--- src/rtl/cpu_pkg.sv ---
// Shared pipeline constants: ALU mode encodings, ALU_OP classes, funct and opcode values.
package cpu_pkg;

    typedef enum logic [1:0] {
        ALU_OP_ADD   = 2'b00,
        ALU_OP_SUB   = 2'b01,
        ALU_OP_RTYPE = 2'b10,
        ALU_OP_ITYPE = 2'b11
    } alu_op_e;

    localparam logic [2:0] MOD_AND  = 3'b000;
    localparam logic [2:0] MOD_OR   = 3'b001;
    localparam logic [2:0] MOD_SLT  = 3'b010;
    localparam logic [2:0] MOD_NOR  = 3'b011;
    localparam logic [2:0] MOD_ADD  = 3'b100;
    localparam logic [2:0] MOD_ADDU = 3'b101;
    localparam logic [2:0] MOD_SUB  = 3'b110;

    localparam logic [5:0] FUNCT_ADD  = 6'b100000;
    localparam logic [5:0] FUNCT_ADDU = 6'b100001;
    localparam logic [5:0] FUNCT_SUB  = 6'b100010;
    localparam logic [5:0] FUNCT_SUBU = 6'b100011;
    localparam logic [5:0] FUNCT_AND  = 6'b100100;
    localparam logic [5:0] FUNCT_OR   = 6'b100101;
    localparam logic [5:0] FUNCT_NOR  = 6'b100111;
    localparam logic [5:0] FUNCT_SLT  = 6'b101010;

    localparam logic [5:0] OPC_ADDI  = 6'b001000;
    localparam logic [5:0] OPC_ADDIU = 6'b001001;
    localparam logic [5:0] OPC_SLTI  = 6'b001010;
    localparam logic [5:0] OPC_ANDI  = 6'b001100;
    localparam logic [5:0] OPC_ORI   = 6'b001101;

endpackage

--- src/rtl/alu_ctrl.sv ---
// Combinational ALU control: maps alu_op/funct/opcode to ALU mode, overflow enable
// and an illegal-encoding flag. Not qualified by slot validity.
module alu_ctrl
    import cpu_pkg::*;
(
    input  logic [1:0] alu_op,
    input  logic [5:0] funct,
    input  logic [5:0] opcode,
    output logic [2:0] alu_mod,
    output logic       ovf_en,
    output logic       illegal
);

    always_comb begin
        alu_mod = MOD_ADDU;
        ovf_en  = 1'b0;
        illegal = 1'b0;
        unique case (alu_op)
            ALU_OP_ADD: alu_mod = MOD_ADDU;
            ALU_OP_SUB: alu_mod = MOD_SUB;
            ALU_OP_RTYPE: begin
                case (funct)
                    FUNCT_ADD:  begin alu_mod = MOD_ADD; ovf_en = 1'b1; end
                    FUNCT_ADDU: alu_mod = MOD_ADDU;
                    FUNCT_SUB:  begin alu_mod = MOD_SUB; ovf_en = 1'b1; end
                    FUNCT_SUBU: alu_mod = MOD_SUB;
                    FUNCT_AND:  alu_mod = MOD_AND;
                    FUNCT_OR:   alu_mod = MOD_OR;
                    FUNCT_NOR:  alu_mod = MOD_NOR;
                    FUNCT_SLT:  alu_mod = MOD_SLT;
                    default:    illegal = 1'b1;
                endcase
            end
            ALU_OP_ITYPE: begin
                case (opcode)
                    OPC_ADDI:  begin alu_mod = MOD_ADD; ovf_en = 1'b1; end
                    OPC_ADDIU: alu_mod = MOD_ADDU;
                    OPC_SLTI:  alu_mod = MOD_SLT;
                    OPC_ANDI:  alu_mod = MOD_AND;
                    OPC_ORI:   alu_mod = MOD_OR;
                    default:   illegal = 1'b1;
                endcase
            end
            default: alu_mod = MOD_ADDU;
        endcase
    end

endmodule

--- src/rtl/ex_issue_stage.sv ---
// ID/EX pipeline register with EX-side operand forwarding and ALU mode decode.
module ex_issue_stage
    import cpu_pkg::*;
#(
    parameter int unsigned DW = 32,
    parameter int unsigned RW = 5
) (
    input  logic          clk,
    input  logic          rst_n,
    input  logic          stall,
    input  logic          flush,
    input  logic          in_valid,
    input  logic [DW-1:0] in_rs_val,
    input  logic [DW-1:0] in_rt_val,
    input  logic [DW-1:0] in_imm,
    input  logic [RW-1:0] in_rs,
    input  logic [RW-1:0] in_rt,
    input  logic [RW-1:0] in_rd,
    input  logic [5:0]    in_opcode,
    input  logic [5:0]    in_funct,
    input  logic [1:0]    in_alu_op,
    input  logic          in_alu_src,
    input  logic          in_reg_dst,
    input  logic          in_reg_write,
    input  logic          exm_reg_write,
    input  logic [RW-1:0] exm_rd,
    input  logic [DW-1:0] exm_result,
    input  logic          wb_reg_write,
    input  logic [RW-1:0] wb_rd,
    input  logic [DW-1:0] wb_result,
    output logic [DW-1:0] alu_a,
    output logic [DW-1:0] alu_b,
    output logic [2:0]    alu_mod,
    output logic          ovf_en,
    output logic [DW-1:0] store_data,
    output logic [RW-1:0] ex_rd,
    output logic          ex_reg_write,
    output logic          ex_valid,
    output logic          ex_illegal
);

    logic          valid_q;
    logic [DW-1:0] rs_val_q, rt_val_q, imm_q;
    logic [RW-1:0] rs_q, rt_q, rd_q;
    logic [5:0]    opcode_q, funct_q;
    logic [1:0]    alu_op_q;
    logic          alu_src_q, reg_dst_q, reg_write_q;

    // Flush loads the same all-zero bubble as reset.
    always_ff @(posedge clk) begin
        if (!rst_n || flush) begin
            valid_q     <= 1'b0;
            rs_val_q    <= '0;
            rt_val_q    <= '0;
            imm_q       <= '0;
            rs_q        <= '0;
            rt_q        <= '0;
            rd_q        <= '0;
            opcode_q    <= '0;
            funct_q     <= '0;
            alu_op_q    <= '0;
            alu_src_q   <= 1'b0;
            reg_dst_q   <= 1'b0;
            reg_write_q <= 1'b0;
        end else if (!stall) begin
            valid_q     <= in_valid;
            rs_val_q    <= in_rs_val;
            rt_val_q    <= in_rt_val;
            imm_q       <= in_imm;
            rs_q        <= in_rs;
            rt_q        <= in_rt;
            rd_q        <= in_rd;
            opcode_q    <= in_opcode;
            funct_q     <= in_funct;
            alu_op_q    <= in_alu_op;
            alu_src_q   <= in_alu_src;
            reg_dst_q   <= in_reg_dst;
            reg_write_q <= in_reg_write;
        end
    end

    logic [DW-1:0] fwd_rs, fwd_rt;

    // EX/MEM beats MEM/WB; $0 is never forwarded.
    always_comb begin
        fwd_rs = rs_val_q;
        if (exm_reg_write && exm_rd != '0 && exm_rd == rs_q) begin
            fwd_rs = exm_result;
        end else if (wb_reg_write && wb_rd != '0 && wb_rd == rs_q) begin
            fwd_rs = wb_result;
        end
        fwd_rt = rt_val_q;
        if (exm_reg_write && exm_rd != '0 && exm_rd == rt_q) begin
            fwd_rt = exm_result;
        end else if (wb_reg_write && wb_rd != '0 && wb_rd == rt_q) begin
            fwd_rt = wb_result;
        end
    end

    logic       dec_ovf_en;
    logic       dec_illegal;

    alu_ctrl u_alu_ctrl (
        .alu_op  (alu_op_q),
        .funct   (funct_q),
        .opcode  (opcode_q),
        .alu_mod (alu_mod),
        .ovf_en  (dec_ovf_en),
        .illegal (dec_illegal)
    );

    always_comb begin
        alu_a        = fwd_rs;
        store_data   = fwd_rt;
        alu_b        = alu_src_q ? imm_q : fwd_rt;
        ex_rd        = reg_dst_q ? rd_q : rt_q;
        ex_reg_write = reg_write_q & valid_q;
        ex_valid     = valid_q;
        ovf_en       = dec_ovf_en & valid_q;
        ex_illegal   = dec_illegal & valid_q;
    end

endmodule

--- config.mk ---
export PLATFORM = sky130hd
export DESIGN_NAME = ex_issue_stage
export DESIGN_NICKNAME = d
export VERILOG_FILES = /design/src/rtl/cpu_pkg.sv /design/src/rtl/alu_ctrl.sv /design/src/rtl/ex_issue_stage.sv
export SDC_FILE = /design/constraint.sdc
export NUM_CORES = 1
export LEC_CHECK = 0
export CORE_UTILIZATION = 43
export CTS_BUF_LIST = sky130_fd_sc_hd__clkbuf_16
export DETAILED_ROUTE_END_ITERATION = 7
export GPL_ROUTABILITY_DRIVEN = 0
export GPL_TIMING_DRIVEN = 0
export PLACE_DENSITY = 0.8
export REMOVE_ABC_BUFFERS = 1
export SLEW_MARGIN = 10
export SYNTH_ARGS = -nofsm -noshare
export SYNTH_HDL_FRONTEND = slang
export SYNTH_SLANG_ARGS = --single-unit
--- constraint.sdc ---
create_clock -name clk -period 2.8 [get_ports clk]
set_clock_uncertainty 0.1 [all_clocks]
set_input_delay 0.42 -clock clk [delete_from_list [all_inputs] [get_ports clk]]
set_output_delay 0.42 -clock clk [all_outputs]
set_load 0.02 [all_outputs]
==> impl_metrics.py, run 1 <==
metrics = {
    "yosys": {
        "yosys.area_share.xor_xnor_pct": 2.52,
        "yosysMostFrequentCell": "mux2i_1",
        "synth_fa_ha_area_share_pct": 0,
        "yosys.area_share.simple_pct": 15.4,
        "avgSynthCellArea_um2": 8.93,
        "syn_inst": 811,
        "seq_area_frac_synth_pct": 35.6,
        "synth_edf_count": 0,
        "yosys.area.top_type": "dfxtp_1",
        "ys_warn_count": 0,
        "syn_area_um2": 7240,
        "synth.area.mux_share_pct": 28.0,
        "netlist_top_cells_area": "dfxtp_1 (36%), mux2i_1 (27%), nor2_1 (8.5%), a221oi_2 (6.2%), nor3_1 (2.4%)",
        "synth_top_area_share_pct": 35.6,
        "synth-compound-area-share_pct": 12.2,
        "synth-main-ff-cell": "dfxtp_1",
        "yosys_register_bits": 129,
        "synth_commonest_cells": "mux2i_1 (196), nor2_1 (165), dfxtp_1 (129), nand2_1 (36), nor3_1 (35)",
        "async_flop_share_pct": 0,
        "ys_types": 39,
        "synth_top_family_by_area": "multiplexers",
    },
    "drt": {
        "drc_errors": 0,
        "firstDrtPassIters": 6,
        "ant_nets": 0,
        "met3_length_mm": 2.19,
        "detail_route.wl_per_cell_um": 20.7,
        "vias_per_cell": 5.49,
        "num_vias": 7674,
        "highest_layer": "met4",
        "routed_wl_mm": 29.0,
        "wl_met1_mm": 11.5,
        "dr_wl_met2_mm": 14.2,
        "first_iter_violations": 448,
    },
    "finish": {
        "instances_no_fill": 1398,
        "final_nets": 1374,
        "fillCellCount": 1054,
        "fin_util_pct": 77.9,
        "syn_to_final_growth_pct": 77.6,
        "final_area_um2": 12900,
        "antennaDiodeCount": 0,
        "drive_gt1_share_pct": 32.5,
    },
    "floorplan": {
        "ios": 317,
        "rows": 47,
        "start_util_pct": 43.8,
        "core_um2": 16500,
        "die-area_um2": 17400,
        "die_h_um": 132,
        "die_x_um": 132,
    },
    "clock_tree": {
        "cts_buffer_depth": 2,
        "cts_buffers": 17,
        "clkTransAtPathRegs_ns": 0.06,
        "holdBufCountCts": 0,
        "clk_latency_ns": 0.42,
        "cts_sinks": 129,
        "h-tree-depth": 4,
        "cts_root_buffer": "clkbuf_16",
        "tritoncts": "yes",
    },
    "place": {
        "place_ws_ns": -1.34,
        "hpwl_mm": 16.4,
        "numPortBuffers": 316,
        "post-place-cells": 1298,
        "place_area_um2": 10600,
    },
    "sta": {
        "finalSetupViolCount": 47,
        "tightest_slew_ns": 0.808,
        "rsz0062_at_grt": "true",
        "finalHoldViolations": 0,
        "min_period_over_period_pct": 106,
        "fin_crit_ns": 2.96,
        "fmax_mhz": 338,
        "slew_headroom_pct": 46.2,
        "fin_ws_ns": -0.160,
        "drv_slew": 0,
    },
    "pwr": {
        "max-vdd-ir-drop_mv": 0.406,
        "p_leak_nw": 5.02,
        "combPwrFrac_pct": 22.9,
        "p_clk_share_pct": 40.7,
        "seq_power_share_pct": 36.4,
        "power_density_nw_per_um2": 417,
        "internal_power_mw": 3.85,
        "p_sw_share_pct": 28.2,
        "total_power_mw": 5.36,
        "switching_power_mw": 1.51,
    },
    "setup_path": {
        "worstPathRequired_ns": 2.28,
        "cp-end-kind": "output port",
        "start_kind": "input port",
        "cp.arrival_ns": 2.44,
        "critical_path_class": "in2out",
        "crit_path_max_fanout": 5,
    },
    "job": {
        "max_cap_violations": 0,
    },
    "global_routing": {
        "grt_max_degree": 75,
        "grt_use_total_pct": 31.2,
        "grt_antenna_before_repair": 0,
        "gr-total-overflow": 0,
        "grt_pass1_vias": 7620,
        "grt_pass1_wl_mm": 41.6,
    },
    "status": {
        "violations": "setup timing",
        "status": "complete, but fails checks",
    },
    "hold_path": {
        "hold_path_class": "reg2reg",
    },
}
[what timing repair did]
item,4_1_cts,5_1_grt
cloned,11,4
endpoints found under the setup margin,97,97
pin swaps,34,30
gates resized for setup,542,176
buffers inserted,45,11
[flip-flops by register name (all words and copies together), names as in the netlist]
register	cells
alu_op_q	2
alu_src_q	1
ex_valid	1
funct_q	6
imm_q	32
opcode_q	6
rd_q	5
reg_dst_q	1
reg_write_q	1
rs_q	5
rs_val_q	32
rt_q	5
rt_val_q	32
[logic make-up (layout without fill, tap and decap cells)]
group / count (synthesis) / count (layout)
xor gates and xnor gates: 20 / 20
buffers and inverters: 95 / 454
muxes: 202 / 202
and+or+nand+nor: 258 / 266
DFF: 129 / 129
AOI/OAI and AO/OA: 107 / 107
[final cells by class]
| class | count | area, um^2 | share of cell area [%] |
|---|---|---|---|
| multi-input cells | 595 | 5270 | 40.9 |
| clock inverters | 15 | 146 | 1.14 |
| repair buffers | 390 | 4020 | 31.3 |
| well taps | 220 | 275 | 2.14 |
| inverters | 32 | 120 | 0.933 |
| flip-flops and latches | 129 | 2610 | 20.3 |
| clock buffers | 17 | 425 | 3.31 |
[worst max-delay path, stage by stage]
cell	delay, ns
buf_8	0.10
or4_4	0.53
o21ai_4	0.21
nor4_4	0.08
buf_4	0.16
buf_12	0.13
buf_12	0.14
mux2i_4	0.20
a221oi_2	0.27
buf_4	0.19
[final timing paths]
kind,cells after the start,endpoint,slack (ns),start
max,10,alu_b[12],-0.16,wb_rd[3]
min reg2reg,2,imm_q[9],0.40,imm_q[9]
min,2,imm_q[9],0.40,imm_q[9]
max reg2reg,2,alu_src_q,1.67,alu_src_q
[layer usage]
metal	vias to the layer above	GRT usage (%)
li1	3566	-
met1	3666	36.8
met2	354	53.7
met3	88	7.61
met4	0	13.2
met5	-	1.11
[placed cells by master (no fill, tap or decap), types with 11 or more instances in the layout]
cell type and count:
clkdlybuf4s15_2 11, nor3_1 11, dfxtp_1 119, a21oi_2 17, nor3_2 12, nand2_1 36
buf_4 72, mux2i_1 163, buf_12 18, clkdlybuf4s50_1 208, mux2i_4 22, nor3_4 12
clkbuf_16 19, inv_1 33, buf_2 23, o21ai_1 32, mux2i_2 11, buf_6 31
a221oi_2 29, nor2_4 14, nor2_1 145
[through the flow]
| step | hold WS [ns] | TNS (ns) |
|---|---|---|
| finish | 0.398 | -3.22 |
| global route | 0.424 | -7.05 |
| CTS | 0.398 | -2.73 |
| detailed placement | 0.383 | -105.17 |
| global placement | 0.369 | -873.19 |
| floorplan | 0.355 | -106.47 |
[power by group through the flow]
stage	Combinational (mW)	Sequential [mW]	Clock, mW
2_1_floorplan	0.435	1.97	0
3_3_place_gp	1.10	1.99	0
3_5_place_dp	1.06	1.98	0
4_1_cts	1.13	1.95	2.21
5_1_grt	1.29	1.95	2.30
6_report	1.23	1.95	2.18
Note: power is estimated with default switching activity, not from simulation.
==> run 2: changes to the inputs <==
- clock period: 2.8 -> 3.2 ns (I/O delays scaled with it)
==> run 2 against run 1 <==
The run now ends clean. Die area unchanged. Sequential power down 13%. Count of clock-buffer cells in the layout stayed put. Global-route usage down 2.1 points. Utilization decreased by 9.0 points. Combinational power shrank 25%. Sequential share of layout area rose by 2.4 points. Critical path depth is 2 lower. Worst setup slack improved by 0.18 ns. Clock power down 12%. Worst hold slack lost 0.0048 ns. Largest cell class unchanged. Largest power group unchanged.
==> impl_metrics.py, run 2 (synthesized netlist as in run 1, its figures left out) <==
metrics = {
    "clock_tree": {
        "clk_latency_ns": 0.42,
        "clkTransAtPathRegs_ns": 0.06,
        "cts_root_buffer": "clkbuf_16",
        "holdBufCountCts": 0,
        "cts_buffers": 17,
        "h-tree-depth": 4,
        "tritoncts": "yes",
        "cts_buffer_depth": 2,
        "cts_sinks": 129,
    },
    "place": {
        "numPortBuffers": 316,
        "post-place-cells": 1298,
        "hpwl_mm": 16.4,
        "place_ws_ns": -1.06,
    },
    "setup_path": {
        "cpPeakStageDelay_ns": 0.54,
        "cp-end-kind": "output port",
        "crit_top_cell": "dlygate4sd2_1",
        "start_kind": "input port",
        "crit_path_cell_trace": "dlygate4sd2_1 > or4_4 > o21a_4 > nand3_4 > buf_12 > nor3_1 > a221oi_2 > dlygate4sd2_1",
        "crit_slowest_cell": "or4_4",
        "crit_path_max_fanout": 9,
        "critical_path_class": "in2out",
        "cp.arrival_ns": 2.60,
        "worstPathRequired_ns": 2.62,
    },
    "drt": {
        "vias_per_cell": 5.33,
        "ant_nets": 0,
        "firstDrtPassIters": 5,
        "num_vias": 7241,
        "routed_wl_mm": 25.5,
        "drc_errors": 0,
        "detail_route.wl_per_cell_um": 18.8,
        "first_iter_violations": 374,
    },
    "sta": {
        "min_period_over_period_pct": 99.2,
        "finalSetupViolCount": 0,
        "fmax_mhz": 315,
        "rsz0062_at_grt": "true",
        "whs_ns": 0.393,
        "drv_slew": 0,
        "slew_headroom_pct": 47.5,
        "fin_crit_ns": 3.18,
        "tightest_slew_ns": 0.788,
        "fin_ws_ns": 0.0242,
        "finalHoldViolations": 0,
    },
    "floorplan": {
        "die_x_um": 132,
        "die_h_um": 132,
        "start_util_pct": 43.8,
        "rows": 47,
        "die-area_um2": 17400,
        "ios": 317,
        "core_um2": 16500,
    },
    "global_routing": {
        "grt_antenna_before_repair": 0,
        "grt_use_total_pct": 29.1,
        "grt_pass1_vias": 7174,
        "grt_pass1_wl_mm": 39.0,
        "gr-total-overflow": 0,
        "grt_max_degree": 75,
    },
    "finish": {
        "drive_gt1_share_pct": 15.8,
        "final_cell_mix": "clkdlybuf4s50_1 (210), mux2i_1 (190), nor2_1 (164)",
        "top_regs": "imm_q: 32 flops, rs_val_q: 32 flops, rt_val_q: 32 flops",
        "final_common_cell": "clkdlybuf4s50_1",
        "instances_no_fill": 1358,
        "fin_util_pct": 68.9,
        "final_nets": 1334,
        "antennaDiodeCount": 0,
        "syn_to_final_growth_pct": 57.1,
    },
    "job": {
        "max_cap_violations": 0,
    },
    "pwr": {
        "seq_power_share_pct": 37.4,
        "internal_power_mw": 3.29,
        "p_leak_nw": 4.65,
        "max-vdd-ir-drop_mv": 0.359,
        "power_density_nw_per_um2": 399,
        "p_clk_share_pct": 42.2,
        "p_sw_share_pct": 27.5,
        "combPwrFrac_pct": 20.4,
        "switching_power_mw": 1.25,
    },
    "hold_path": {
        "hold_path_class": "reg2reg",
    },
    "status": {
        "status": "complete, no violations",
    },
}
[run 2: cell types whose count changed in the layout (fill, tap and decap cells not counted), moves of 22 or more]
cell / before / now
buf_4: 72 / 20
dlygate4sd2_1: 0 / 41
buf_6: 31 / 4
mux2i_1: 163 / 190
a21oi_1: 9 / 34
nor3_1: 11 / 33
[run 2: what timing repair did]
item / in CTS / in global routing
setup buffers: 20 / 2
pin swaps: 8 / 8
endpoints found under the setup margin: 96 / 76
gates cloned: 6 / 0
resized for setup: 210 / 56
[run 2: cell type report]
| type | count | area [um^2] |
|---|---|---|
| Clock buffer | 17 | 425 |
| Clock inverter | 15 | 146 |
| Fill cell | 1343 | 5140 |
| Inverter | 32 | 120 |
| Multi-Input combinational cell | 592 | 4360 |
| Sequential cell | 129 | 2590 |
| Tap cell | 220 | 275 |
| Timing Repair Buffer | 353 | 3470 |
[run 2: per-layer routing]
metal	GRT usage, %	up-vias	wire length, um	share of wire [%]
met4	13.0	0	745	2.9
li1	-	3475	-	-
met5	0	-	0	0
met3	7.65	45	2000	7.8
met1	34.8	3413	10600	42
met2	48.9	308	12100	48
[run 2: power by group through the flow]
| stage | Clock [mW] | Sequential [mW] | Combinational [mW] |
|---|---|---|---|
| global placement | 0 | 1.74 | 0.960 |
| finish | 1.91 | 1.70 | 0.925 |
| floorplan | 0 | 1.73 | 0.381 |
| global route | 2.01 | 1.71 | 0.982 |
| CTS | 1.93 | 1.70 | 0.922 |
| detailed placement | 0 | 1.73 | 0.924 |
[run 2: through the flow]
step,area (um^2),TNS (ns),total power [mW]
CTS,11400,-0.00287,4.55
finish,11400,0,4.54
detailed placement,10600,-78.29,2.66
global route,11400,-0.00314,4.70
global placement,10300,-802.45,2.70
floorplan,6910,-38.56,2.11
[run 2: critical path: cells and delay by family]
family | cells | cell delay, ns
buf+inv | 3 | 0.83
compound gates | 2 | 0.54
simple gates | 3 | 0.72
[run 2: worst paths after layout]
kind,startpoint,slack (ns),cells after the start,end
setup / recovery,exm_rd[1],0.02,8,alu_b[27]
hold / removal,rt_val_q[8],0.39,2,rt_val_q[8]
setup reg to reg,alu_src_q,2.20,2,alu_src_q
hold reg to reg,rt_val_q[8],0.39,2,rt_val_q[8]
==> run 3: changes to the inputs <==
- CORE_MARGIN: default -> 2
==> run 3 against run 2 <==
Power down 1.2%. Cell count up 0.29%. Critical path depth rose by 3. Worst setup slack improved by 0.022 ns. Wire length fell by 0.11%. Sequential power hardly changed. Global-route usage fell by 1.0 points. Highest routed layer unchanged.
==> impl_metrics.py, run 3 (synthesized netlist as in run 1, its figures left out) <==
metrics = {
    "status": {
        "status": "complete, no violations",
    },
    "sta": {
        "slew_headroom_pct": 57.9,
        "rsz0062_at_grt": "true",
        "finalHoldViolations": 0,
        "finalSetupViolCount": 0,
        "fmax_mhz": 317,
        "tightest_slew_ns": 0.631,
        "fin_ws_ns": 0.0464,
        "tns_ns": 0,
        "whs_ns": 0.393,
        "drv_slew": 0,
        "fin_crit_ns": 3.15,
        "min_period_over_period_pct": 98.6,
    },
    "clock_tree": {
        "holdBufCountCts": 0,
        "cts_buffer_depth": 2,
        "clk_latency_ns": 0.42,
        "tritoncts": "yes",
        "cts_sinks": 129,
        "cts_buffers": 17,
        "cts_root_buffer": "clkbuf_16",
        "clkTransAtPathRegs_ns": 0.06,
        "h-tree-depth": 4,
    },
    "drt": {
        "ant_nets": 0,
        "vias_per_cell": 5.27,
        "detail_route.wl_per_cell_um": 18.7,
        "num_vias": 7181,
        "firstDrtPassIters": 4,
        "first_iter_violations": 414,
        "routed_wl_mm": 25.5,
        "drc_errors": 0,
    },
    "finish": {
        "final_common_cell": "clkdlybuf4s50_1",
        "final_cell_mix": "clkdlybuf4s50_1 (210), mux2i_1 (187), nor2_1 (164)",
        "top_regs": "imm_q: 32 flops, rs_val_q: 32 flops, rt_val_q: 32 flops",
        "final_nets": 1338,
        "drive_gt1_share_pct": 18.3,
        "syn_to_final_growth_pct": 58.1,
        "antennaDiodeCount": 0,
    },
    "setup_path": {
        "critical_path_class": "in2out",
        "crit_path_max_fanout": 8,
        "cp-end-kind": "output port",
        "worstPathRequired_ns": 2.62,
        "cp.arrival_ns": 2.57,
        "start_kind": "input port",
    },
    "pwr": {
        "max-vdd-ir-drop_mv": 0.342,
        "total_power_mw": 4.49,
        "power_density_nw_per_um2": 392,
        "p_leak_nw": 4.66,
    },
    "global_routing": {
        "gr-total-overflow": 0,
        "grt_use_total_pct": 28.1,
        "grt_antenna_before_repair": 0,
        "grt_pass1_wl_mm": 39.0,
        "grt_max_degree": 72,
        "grt_pass1_vias": 7171,
    },
    "floorplan": {
        "ios": 317,
        "core_um2": 16500,
        "start_util_pct": 43.8,
        "rows": 47,
        "die_x_um": 134,
        "die_h_um": 134,
        "die-area_um2": 17900,
    },
    "place": {
        "hpwl_mm": 16.9,
        "place_ws_ns": -1.09,
        "numPortBuffers": 316,
    },
    "job": {
        "max_cap_violations": 0,
    },
    "hold_path": {
        "hold_path_class": "reg2reg",
    },
}
[run 3: layer usage]
metal  track usage [%]  routed length [um]  vias up
li1                  -                   -     3465
met1              33.1               10300     3376
met2              48.0               12300      291
met5                 0                   0        -
met4              9.69                 607        0
met3              9.07                2270       49
[run 3: path summary, 6_finish.rpt]
check / start / endpoint / slack [ns] / cells past startpoint
worst max-delay path: wb_rd[3] / alu_a[16] / 0.05 / 11
worst max register to register: alu_src_q / alu_src_q / 2.21 / 2
worst min-delay path: rt_val_q[13] / rt_val_q[13] / 0.39 / 2
worst min register to register: rt_val_q[13] / rt_val_q[13] / 0.39 / 2
[run 3: stage by stage]
stage / utilization [%] / instance area (um^2) / std cells
detailed placement: 64.6 / 10700 / 1300
global route: 69.3 / 11500 / 1362
floorplan: - / 6910 / 748
finish: 69.3 / 11500 / 1362
global placement: 62.6 / 10300 / 1284
CTS: 69.1 / 11400 / 1353
[run 3: what timing repair did]
action,in CTS,in global routing
buffers inserted,17,9
gates resized for setup,296,25
pin swaps,10,5
endpoints found under the setup margin,96,87
cloned,5,0
[run 3: cell type report]
type / count / area (um^2)
clock buffers: 17 / 425
flip-flops and latches: 129 / 2590
well taps: 220 / 275
repair buffers: 360 / 3580
inverters: 32 / 120
clock inverters: 15 / 136
fillers: 1315 / 5070
multi-input cells: 589 / 4330
[run 3: power breakdown]
| part | switching [mW] | internal, mW | total [mW] |
|---|---|---|---|
| Sequential | 0.0402 | 1.66 | 1.70 |
| Combinational | 0.429 | 0.498 | 0.926 |
| Clock | 0.787 | 1.07 | 1.86 |
| Total | 1.26 | 3.23 | 4.49 |
[run 3: worst max-delay path, cell delays in order]
cell and delay [ns]:
dlygate4sd2_1 0.27, or4_4 0.50, o21ai_4 0.17, buf_4 0.15, nor4_4 0.04, buf_6 0.14
buf_6 0.15, buf_8 0.16, mux2i_1 0.12, o21ai_1 0.20, buf_4 0.18
